[src/rtl/stopwatch_bcd.sv]
// stopwatch_bcd: three-key MM:SS.CC BCD stopwatch; optional lap freeze when STOPWATCH_LAP_EN is defined.
// Latency: key edge -> state change after 2 sync + DEBOUNCE_CYCLES + 1 cycles; counter -> value 1 cycle.
// Backpressure: none; keys sampled every cycle, outputs always valid.
module stopwatch_bcd #(
    parameter int CLK_HZ          = 50000000,
    parameter int DEBOUNCE_CYCLES = 500000
) (
    input  logic        clk,
    input  logic        reset_n,
    input  logic        start_stop_n,
    input  logic        lap_n,
    input  logic        clear_n,
    output logic [31:0] value,
    output logic        running,
    output logic        lap_active
);
    localparam int DIV = CLK_HZ / 100;
    localparam int PW  = (DIV > 1) ? $clog2(DIV) : 1;
    localparam int DW  = (DEBOUNCE_CYCLES > 1) ? $clog2(DEBOUNCE_CYCLES) : 1;
    localparam logic [PW-1:0] PRE_LAST = PW'(DIV - 1);
    localparam logic [DW-1:0] DB_LAST  = DW'(DEBOUNCE_CYCLES - 1);
    // Per-digit terminal values, least significant digit first: cc, ss (x9/x5), mm (x9/x5).
    localparam logic [23:0] DIGIT_MAX  = 24'h595999;

    typedef enum logic [1:0] {IDLE, RUN, PAUSE} state_t;

    // Key index 0 = start_stop, 1 = clear, 2 = lap (lap only exists when the feature is built).
`ifdef STOPWATCH_LAP_EN
    localparam int NK = 3;
    logic [NK-1:0] key_raw;
    assign key_raw = {lap_n, clear_n, start_stop_n};
`else
    localparam int NK = 2;
    logic [NK-1:0] key_raw;
    logic          unused_lap;
    assign key_raw    = {clear_n, start_stop_n};
    assign unused_lap = lap_n;
`endif

    logic [NK-1:0] press;

    for (genvar k = 0; k < NK; k++) begin : g_key
        logic          meta;
        logic          sync;
        logic          level;
        logic          pulse;
        logic [DW-1:0] db_cnt;

        // Two-flop synchronizer, then accept a new level after DEBOUNCE_CYCLES equal samples; pulse on 1->0.
        always_ff @(posedge clk or negedge reset_n) begin
            if (!reset_n) begin
                meta   <= 1'b1;
                sync   <= 1'b1;
                level  <= 1'b1;
                pulse  <= 1'b0;
                db_cnt <= '0;
            end else begin
                meta  <= key_raw[k];
                sync  <= meta;
                pulse <= 1'b0;
                if (sync == level) begin
                    db_cnt <= '0;
                end else if (db_cnt == DB_LAST) begin
                    db_cnt <= '0;
                    level  <= sync;
                    pulse  <= ~sync;
                end else begin
                    db_cnt <= db_cnt + DW'(1);
                end
            end
        end

        assign press[k] = pulse;
    end

    logic ss_ev;
    logic clr_ev;
    assign ss_ev  = press[0];
    assign clr_ev = press[1];

    state_t        state;
    logic [PW-1:0] presc;
    logic [23:0]   cnt;
    logic [23:0]   cnt_inc;
    logic          carry;
    logic          tick;

    assign tick = (state == RUN) && (presc == PRE_LAST);

    // BCD ripple increment of all six digits; each digit wraps at its own terminal value.
    always_comb begin
        cnt_inc = cnt;
        carry   = 1'b1;
        for (int i = 0; i < 6; i++) begin
            if (carry) begin
                if (cnt[i*4 +: 4] == DIGIT_MAX[i*4 +: 4]) begin
                    cnt_inc[i*4 +: 4] = 4'd0;
                end else begin
                    cnt_inc[i*4 +: 4] = cnt[i*4 +: 4] + 4'd1;
                    carry             = 1'b0;
                end
            end
        end
    end

    // Control FSM with prescaler and counters; clear overrides everything, pause keeps the prescaler phase.
    always_ff @(posedge clk or negedge reset_n) begin
        if (!reset_n) begin
            state   <= IDLE;
            running <= 1'b0;
            presc   <= '0;
            cnt     <= '0;
        end else if (clr_ev) begin
            state   <= IDLE;
            running <= 1'b0;
            presc   <= '0;
            cnt     <= '0;
        end else begin
            if (state == RUN) begin
                if (tick) begin
                    presc <= '0;
                    cnt   <= cnt_inc;
                end else begin
                    presc <= presc + PW'(1);
                end
            end
            if (ss_ev) begin
                case (state)
                    RUN: begin
                        state   <= PAUSE;
                        running <= 1'b0;
                    end
                    default: begin
                        state   <= RUN;
                        running <= 1'b1;
                    end
                endcase
            end
        end
    end

`ifdef STOPWATCH_LAP_EN
    logic        lap_ev;
    logic        lap_set;
    logic        lap_rel;
    logic [23:0] snap;

    assign lap_ev  = press[2];
    // Lap is judged against the state before any same-cycle start_stop transition.
    assign lap_set = lap_ev && !clr_ev && (state == RUN) && !lap_active;
    assign lap_rel = lap_ev && !clr_ev && (state == RUN) &&  lap_active;

    // Display register: frozen snapshot while lap is active, otherwise the live counters.
    always_ff @(posedge clk or negedge reset_n) begin
        if (!reset_n) begin
            lap_active <= 1'b0;
            snap       <= '0;
            value      <= '0;
        end else if (clr_ev) begin
            lap_active <= 1'b0;
            value      <= {8'h00, cnt};
        end else if (lap_set) begin
            lap_active <= 1'b1;
            snap       <= cnt;
            value      <= {8'h00, cnt};
        end else if (lap_rel) begin
            lap_active <= 1'b0;
            value      <= {8'h00, cnt};
        end else begin
            value      <= {8'h00, (lap_active ? snap : cnt)};
        end
    end
`else
    assign lap_active = 1'b0;

    // Display register tracks the counters one cycle behind.
    always_ff @(posedge clk or negedge reset_n) begin
        if (!reset_n) begin
            value <= '0;
        end else begin
            value <= {8'h00, cnt};
        end
    end
`endif

endmodule
[config.mk]
export PLATFORM = sky130hd
export DESIGN_NAME = stopwatch_bcd
export DESIGN_NICKNAME = d
export VERILOG_FILES = /design/src/rtl/stopwatch_bcd.sv
export SDC_FILE = /design/constraint.sdc
export NUM_CORES = 1
export LEC_CHECK = 0
export CAP_MARGIN = 20
export CORE_MARGIN = 4
export CORE_UTILIZATION = 38
export DETAILED_ROUTE_END_ITERATION = 6
export PLACE_DENSITY = 0.61
export SYNTH_ARGS = -nofsm -noshare
export SYNTH_HDL_FRONTEND = slang
export SYNTH_SLANG_ARGS = --single-unit
[constraint.sdc]
create_clock -name clk -period 6.2 [get_ports clk]
set_input_delay 0.93 -clock clk [delete_from_list [all_inputs] [get_ports clk]]
set_output_delay 0.93 -clock clk [all_outputs]
set_load 0.01 [all_outputs]
==> reports/qor.yml, run 1 <==
synth:
  ys_top_cells_by_count: "dfrtp_1, nor2_1, nand2_1"
  async_reset_ff_share_pct: 100
  synth_seq_cells: 115
  synth_top_area_share_pct: 51.0
  synth_cell_type_count: 57
  yosysSeqAreaShare_pct: 54.0
  synth_area_leader_cell: "dfrtp_1"
  yosys.area_share.simple_pct: 23.2
  synth_top_family_by_area: "simple AND/OR/NAND/NOR gates"
  synth_compound_area_share_pct: 5.40
  synth.area.top_cells: "dfrtp_1, nor2_1, xor2_1"
  synth_xor_area_share_pct: 8.19
  synth_edf_count: 0
  yosys_warnings: 0
  synthAdderAreaFrac_pct: 3.51
  avgSynthCellArea_um2: 10.5
  syn_area_um2: 5350
  ys.flop_type: "dfrtp_1"
  netlist_instances: 508
  yosys.cell_count.top_type: "dfrtp_1"
  muxShareOfSynthArea_pct: 2.34
pwr:
  power_density_nw_per_um2: 276
  p_int_w: 0.00142
  combinationalPowerShare_pct: 1.8
  leakagePower_nw: 2.92
  switching_share_pct: 19.9
  p_total_w: 0.00177
  power.switching_w: 0.000351
  pwr-share-seq_pct: 43.1
  max-vdd-ir-drop_mv: 0.170
  clkPwrFrac_pct: 55.1
timing:
  skew_ns: 0.00437
  period_minus_slack_ns: 2.34
  finalSetupViolCount: 0
  hold_viol_final: 0
  max_freq_ghz: 0.428
  relSlewSlack_pct: 45.9
  worst_pin_slew_ns: 0.804
  period_share_pct: 37.7
  finalWorstSetupSlack_ns: 3.86
  fin_setup_tns_ns: 0
  rsz0062_at_grt: "no"
  drv_slew: 0
cts:
  htree_levels: 4
  cts_buffers: 17
  cts_setup_buffers: 0
  clkTransAtPathRegs_ns: 0.05
  clockBufferDepth: 2
  cts-root-buf: "clkbuf_16"
  clkSinkCount: 115
  hold_buffers: 0
  cts_tree: "built"
  cts_resized: 0
  clock_latency_ns: 0.41
die:
  die_h_um: 127
  core_um2: 13800
  start_util_pct: 38.7
  fp-row-count: 43
  die-area_um2: 16000
  die_w_um: 127
  io_pins: 39
final_layout:
  multi_input_area_um2: 2310
  area_delta_synth_final_pct: 19.5
  seq_area_um2: 2890
  n_fill_cell: 1272
  layout-drive-gt1-share_pct: 9.17
  antennaDiodeCount: 0
  nNetsFinal: 563
  fin_cells: 736
  fin_util_pct: 46.2
global_route:
  grt-ovfl-total: 0
  grt_pass1_wl_um: 17400
  first_global_vias: 3778
  groute.usage.overall_pct: 13.3
  grt_max_degree: 87
  antenna_found_initial: 0
setup_path:
  r2r_end: "cnt[20]"
  critPathKind: "reg2reg"
  crit-reg2reg-launch: "presc[11]"
  end_kind: "flip-flop"
  slowest_stage: "and4b_1"
  max_stage_delay_ns: 0.51
  rrSetupSlack_ns: 3.86
  cp_max_fo: 14
  crit_chain: "nor4_2 -> and4b_1 -> a21oi_2 -> nor2_1 -> mux2_2"
  crit_path_start_kind: "flip-flop"
  critPathRequiredTime_ns: 6.49
  reg2reg_depth: 5
  critPathArrivalTime_ns: 2.63
routing:
  first_pass_iters: 4
  remaining_drc_errors: 0
  vias: 3677
  vias_per_cell: 5.00
  postRouteAntennaNets: 0
  routed_wl_um: 9610
  wl_per_cell_um: 13.1
  drt_iter0_markers: 239
min_path:
  hold_start: "g_key[0].meta"
  hold_path_end: "g_key[0].sync"
  worstHoldPathCells: 0
  hold_class: "reg2reg"
place:
  pre_cts_slack_ns: 3.84
  place_congestion: 0.807
  dp.final_hpwl_um: 6420
  dp_cells: 703
  port_buffers: 28
job:
  max-cap-violations: 0
status:
  outcome: "complete, no violations"
==> power by group through the flow <==
| stage | clock network (W) | logic (W) | registers (W) |
|---|---|---|---|
| 3_5_place_dp | 0 | 0.0000309 | 0.000774 |
| 3_3_place_gp | 0 | 0.0000306 | 0.000774 |
| 6_report | 0.000973 | 0.0000316 | 0.000762 |
| 4_1_cts | 0.000999 | 0.0000311 | 0.000762 |
| 2_1_floorplan | 0 | 0.0000164 | 0.000774 |
| 5_1_grt | 0.00103 | 0.0000377 | 0.000762 |
==> sequential cells by signal, summed over array words and instances, names as in the netlist <==
register,count
value,24
g_key.meta,2
g_key.pulse,1
g_key.sync,2
clr_ev,1
g_key.db_cnt,38
presc,19
cnt,24
state,2
g_key.level,2
==> final cells by class <==
| class | count | area share [%] |
|---|---|---|
| clock inverter | 9 | 2.02 |
| timing repair buffer | 31 | 5.01 |
| sequential | 115 | 45.1 |
| multi-input combinational | 364 | 36.2 |
| inverter | 14 | 0.822 |
| clock buffer | 23 | 7.32 |
| tap | 180 | 3.52 |
==> placed cells by master (no fill, tap or decap), drive strengths merged, types with 4 or more instances in the layout <==
| master | n |
|---|---|
| nor2b | 8 |
| and3b | 5 |
| or3 | 7 |
| nand2 | 33 |
| or2 | 4 |
| ha | 15 |
| xor2 | 26 |
| mux2i | 8 |
| and4 | 4 |
| nand4b | 4 |
| nor4 | 12 |
| clkdlybuf4s50 | 27 |
| nor2 | 79 |
| clkbuf | 23 |
| conb | 9 |
| inv | 14 |
| nand2b | 5 |
| dfstp | 6 |
| o21ai | 12 |
| nor3 | 9 |
| xnor2 | 24 |
| buf | 4 |
| nand3 | 30 |
| a21oi | 13 |
| clkinv | 4 |
| dfrtp | 109 |
| and3 | 10 |
| mux2 | 4 |
| nand4 | 13 |
==> worst max-delay path: cells and delay by family, from the launching register on <==
family           cells  cell delay, ns
multiplexers         1            0.37
AND/OR/NAND/NOR      3            1.16
flip-flops           1            0.44
AO/OA/AOI/OAI        1            0.25
==> cell families (layout without fill, tap and decap cells) <==
logic type,count (synthesis),after routing
and+or+nand+nor,233,233
DFF,115,115
xor gates and xnor gates,50,50
AOI/OAI and AO/OA,45,45
buffers and inverters,37,77
adders and majority gates,15,15
muxes,12,12
other,1,9
==> worst max path at each step <==
stage          cells past startpoint                  to  slack [ns]  startpoint
3_3_place_gp                       2  g_key[1].db_cnt[5]        3.85     reset_n
2_1_floorplan                      8             cnt[20]        4.21      cnt[5]
6_report                           5             cnt[20]        3.86   presc[11]
4_1_cts                            1             running        3.82    state[0]
3_5_place_dp                       2  g_key[1].db_cnt[6]        3.84     reset_n
5_1_grt                            6             cnt[20]        3.64    presc[0]
==> stage by stage <==
stage / hold WS, ns / cell area, um^2
2_1_floorplan: 0.345 / 5380
3_3_place_gp: 0.346 / 5770
3_5_place_dp: 0.348 / 5770
4_1_cts: 0.356 / 6360
5_1_grt: 0.356 / 6390
6_report: 0.355 / 6390
==> layer usage <==
| layer | share of wire [%] | routed length, um | vias to the layer above | global-route usage (%) |
|---|---|---|---|---|
| met5 | 0 | 0 | - | 0 |
| met4 | 1.5 | 144 | 0 | 6.06 |
| met3 | 4.0 | 385 | 10 | 4.42 |
| met2 | 48 | 4640 | 54 | 21.6 |
| met1 | 46 | 4440 | 1794 | 16.2 |
| li1 | - | - | 1819 | - |
Note: power is estimated with default switching activity, not from simulation.
==> run 2: changes to the inputs <==
--- a/config.mk
+++ b/config.mk
@@ -9,7 +9,7 @@
 export CORE_MARGIN = 4
 export CORE_UTILIZATION = 38
 export DETAILED_ROUTE_END_ITERATION = 6
-export PLACE_DENSITY = 0.61
+export PLACE_DENSITY = 0.63
 export SYNTH_ARGS = -nofsm -noshare
 export SYNTH_HDL_FRONTEND = slang
 export SYNTH_SLANG_ARGS = --single-unit
==> constraint.sdc (replaced) <==
create_clock -name clk -period 2.1 [get_ports clk]
set_input_delay 0.315 -clock clk [delete_from_list [all_inputs] [get_ports clk]]
set_output_delay 0.315 -clock clk [all_outputs]
set_load 0.01 [all_outputs]
==> run 2 against run 1 <==
Against the previous run: first-iteration DRC count is 2.1% lower; fmax grew 11%; sequential power rose to 3.0 times the previous value; highest routed layer unchanged.
==> reports/qor.yml, run 2 (synthesis results as in run 1) <==
status:
  outcome: "complete, no violations"  # unchanged
routing:
  drt_iter0_markers: 234  # was 239
  dr_wl_met2_um: 5040  # was 4640 um
  postRouteAntennaNets: 0  # unchanged
  routed_wl_um: 10100  # was 9610 um
  wl_per_cell_um: 13.1  # about the same
  vias_per_cell: 4.98  # was 5.00
  vias: 3846  # was 3677
  first_pass_iters: 4  # unchanged
  dr_wl_met3_um: 411  # was 385 um
  remaining_drc_errors: 0  # unchanged
  wl_met1_um: 4540  # was 4440 um
  top_layer_used: "met4"  # unchanged
final_layout:
  layout-drive-gt1-share_pct: 16.4  # was 9.17%
  stdcell_area_um2: 6760  # was 6390 um^2
  multi_input_area_um2: 2370  # was 2310 um^2
  nNetsFinal: 600  # was 563
  mostFrequentLayoutCells: "dfrtp_1, nor2_1, buf_4, nand2_1, nand3_1"  # was dfrtp_1, nor2_1, nand2_1, nand3_1, clkdlybuf4s50_1
  seq_area_um2: 2890  # about the same
  fin_util_pct: 48.9  # was 46.2%
  n_fill_cell: 1236  # was 1272
  area_delta_synth_final_pct: 26.5  # was 19.5%
  layout_commonest_cell: "dfrtp_1"  # unchanged
  largest_reg_flops: 38  # unchanged
  antennaDiodeCount: 0  # unchanged
  top_regs: "g_key.db_cnt: 38 flops, cnt: 24 flops, value: 24 flops"  # unchanged
  top_register: "g_key.db_cnt"  # unchanged
pwr:
  p_int_w: 0.00429  # was 0.00142 W
  max-vdd-ir-drop_mv: 0.510  # was 0.170 mV
  combinationalPowerShare_pct: 1.8  # about the same
  pwr-share-seq_pct: 41.8  # was 43.1%
  power.switching_w: 0.00109  # was 0.000351 W
  clkPwrFrac_pct: 56.4  # was 55.1%
  leakagePower_nw: 3.13  # was 2.92 nW
  switching_share_pct: 20.3  # was 19.9%
  power_density_nw_per_um2: 796  # was 276 nW/um^2
timing:
  max_freq_ghz: 0.476  # was 0.428 GHz
  period_minus_slack_ns: 2.10  # was 2.34 ns
  rsz0062_at_grt: "yes"  # was no
  finalWorstSetupSlack_ns: 0.00126  # was 3.86 ns
  finalSetupViolCount: 0  # unchanged
  period_share_pct: 99.9  # was 37.7%
  relSlewSlack_pct: 58.5  # was 45.9%
  hold_viol_final: 0  # unchanged
  skew_ns: 0.00651  # was 0.00437 ns
  drv_slew: 0  # unchanged
  worst_pin_slew_ns: 0.620  # was 0.804 ns
place:
  port_buffers: 28  # unchanged
  place_congestion: 0.805  # was 0.807
  pre_cts_slack_ns: -0.0129  # was 3.84 ns
  postPlaceCellArea_um2: 6010  # was 5770 um^2
  dp.final_hpwl_um: 6890  # was 6420 um
die:
  die_h_um: 127  # unchanged
  die-area_um2: 16000  # unchanged
  start_util_pct: 38.7  # unchanged
  fp-row-count: 43  # unchanged
  die_w_um: 127  # unchanged
  io_pins: 39  # unchanged
  core_um2: 13800  # unchanged
cts:
  cts_buffers: 17  # unchanged
  cts-root-buf: "clkbuf_16"  # unchanged
  clkSinkCount: 115  # unchanged
  clockBufferDepth: 2  # unchanged
  htree_levels: 4  # unchanged
  clkTransAtPathRegs_ns: 0.05  # about the same
  clock_latency_ns: 0.42  # was 0.41 ns
  cts_tree: "built"  # unchanged
setup_path:
  critPathKind: "reg2reg"  # unchanged
  crit_path_start_kind: "flip-flop"  # unchanged
  critPathBufInv: 1  # was 0
  critPathRequiredTime_ns: 2.45  # was 6.49 ns
  cp_max_fo: 6  # was 14
  critPathArrivalTime_ns: 2.44  # was 2.63 ns
  slowest_stage: "or4_4"  # was and4b_1
  end_kind: "flip-flop"  # unchanged
  crit_chain: "nor4_4 -> and4b_2 -> buf_4 -> nand4_1 -> or4_4 -> a21oi_2"  # was nor4_2 -> and4b_1 -> a21oi_2 -> nor2_1 -> mux2_2
  max_stage_delay_ns: 0.55  # was 0.51 ns
  critPathTopFamily: "simple AND/OR/NAND/NOR gates"  # unchanged
global_route:
  groute.usage.overall_pct: 13.8  # was 13.3%
  grt_max_degree: 51  # was 87
  antenna_found_initial: 0  # unchanged
  grt_pass1_wl_um: 18000  # was 17400 um
  grt-ovfl-total: 0  # unchanged
  first_global_vias: 3919  # was 3778
job:
  max-cap-violations: 0  # unchanged
min_path:
  hold_class: "in2reg"  # was reg2reg
-- run 2: cell types whose count changed in the layout (fill, tap and decap cells not counted), moves of 2 or more --
cell | previous run | this run
buf_4 | 3 | 39
clkbuf_1 | 4 | 0
clkbuf_8 | 2 | 5
clkinv_2 | 3 | 0
clkinvlp_4 | 2 | 4
-- run 2: final timing paths --
check                         startpoint             to  slack [ns]  cells after the start
max in group asynchronous        reset_n  g_key[0].meta        1.01                      3
setup reg to reg               presc[12]        cnt[15]       0.001                      6
hold / removal                   clear_n  g_key[1].meta        0.31                      1
min in group asynchronous        reset_n      value[21]        0.40                      2
setup / recovery               presc[12]        cnt[15]       0.001                      6
hold reg to reg            g_key[0].meta  g_key[0].sync        0.35                      0
-- run 2: what timing repair did --
action / 4_1_cts / 5_1_grt
hold buffers: 1 / 0
gates resized for setup: 0 / 10
pin swaps: 1 / 13
endpoints found under the setup margin: 2 / 10
setup buffers: 1 / 6
endpoints found under the hold margin: 29 / 0
-- run 2: final cells by class --
type	instances	area share (%)
repair buffers	68	8.77
inverters	14	0.777
multi-input cells	364	35.0
well taps	180	3.33
flip-flops and latches	115	42.7
clock buffers	22	7.31
clock inverters	10	2.16
-- run 2: metal layers --
metal | global-route usage [%] | up-vias
met3 | 4.72 | 11
met4 | 5.49 | 0
li1 | - | 1887
met2 | 22.6 | 60
met5 | 0 | -
met1 | 16.7 | 1888
-- run 2: per-stage QoR --
stage | cells | TNS [ns] | total power [W] | hold WS (ns)
after CTS | 767 | 0 | 0.00545 | 0.286
after global routing | 773 | -0.143 | 0.00557 | 0.314
after global placement | 733 | 0 | 0.00238 | 0.298
final | 773 | 0 | 0.00538 | 0.305
after detailed placement | 733 | -0.0129 | 0.00239 | 0.304
after floorplan | 516 | 0 | 0.00233 | 0.0194
-- run 2: power groups by stage --
| stage | clock network, W | registers, W | logic [W] |
|---|---|---|---|
| 4_1_cts | 0.00310 | 0.00225 | 0.000101 |
| 6_report | 0.00304 | 0.00225 | 0.0000962 |
| 3_5_place_dp | 0 | 0.00229 | 0.0000989 |
| 2_1_floorplan | 0 | 0.00228 | 0.0000485 |
| 3_3_place_gp | 0 | 0.00229 | 0.0000956 |
| 5_1_grt | 0.00321 | 0.00225 | 0.000115 |
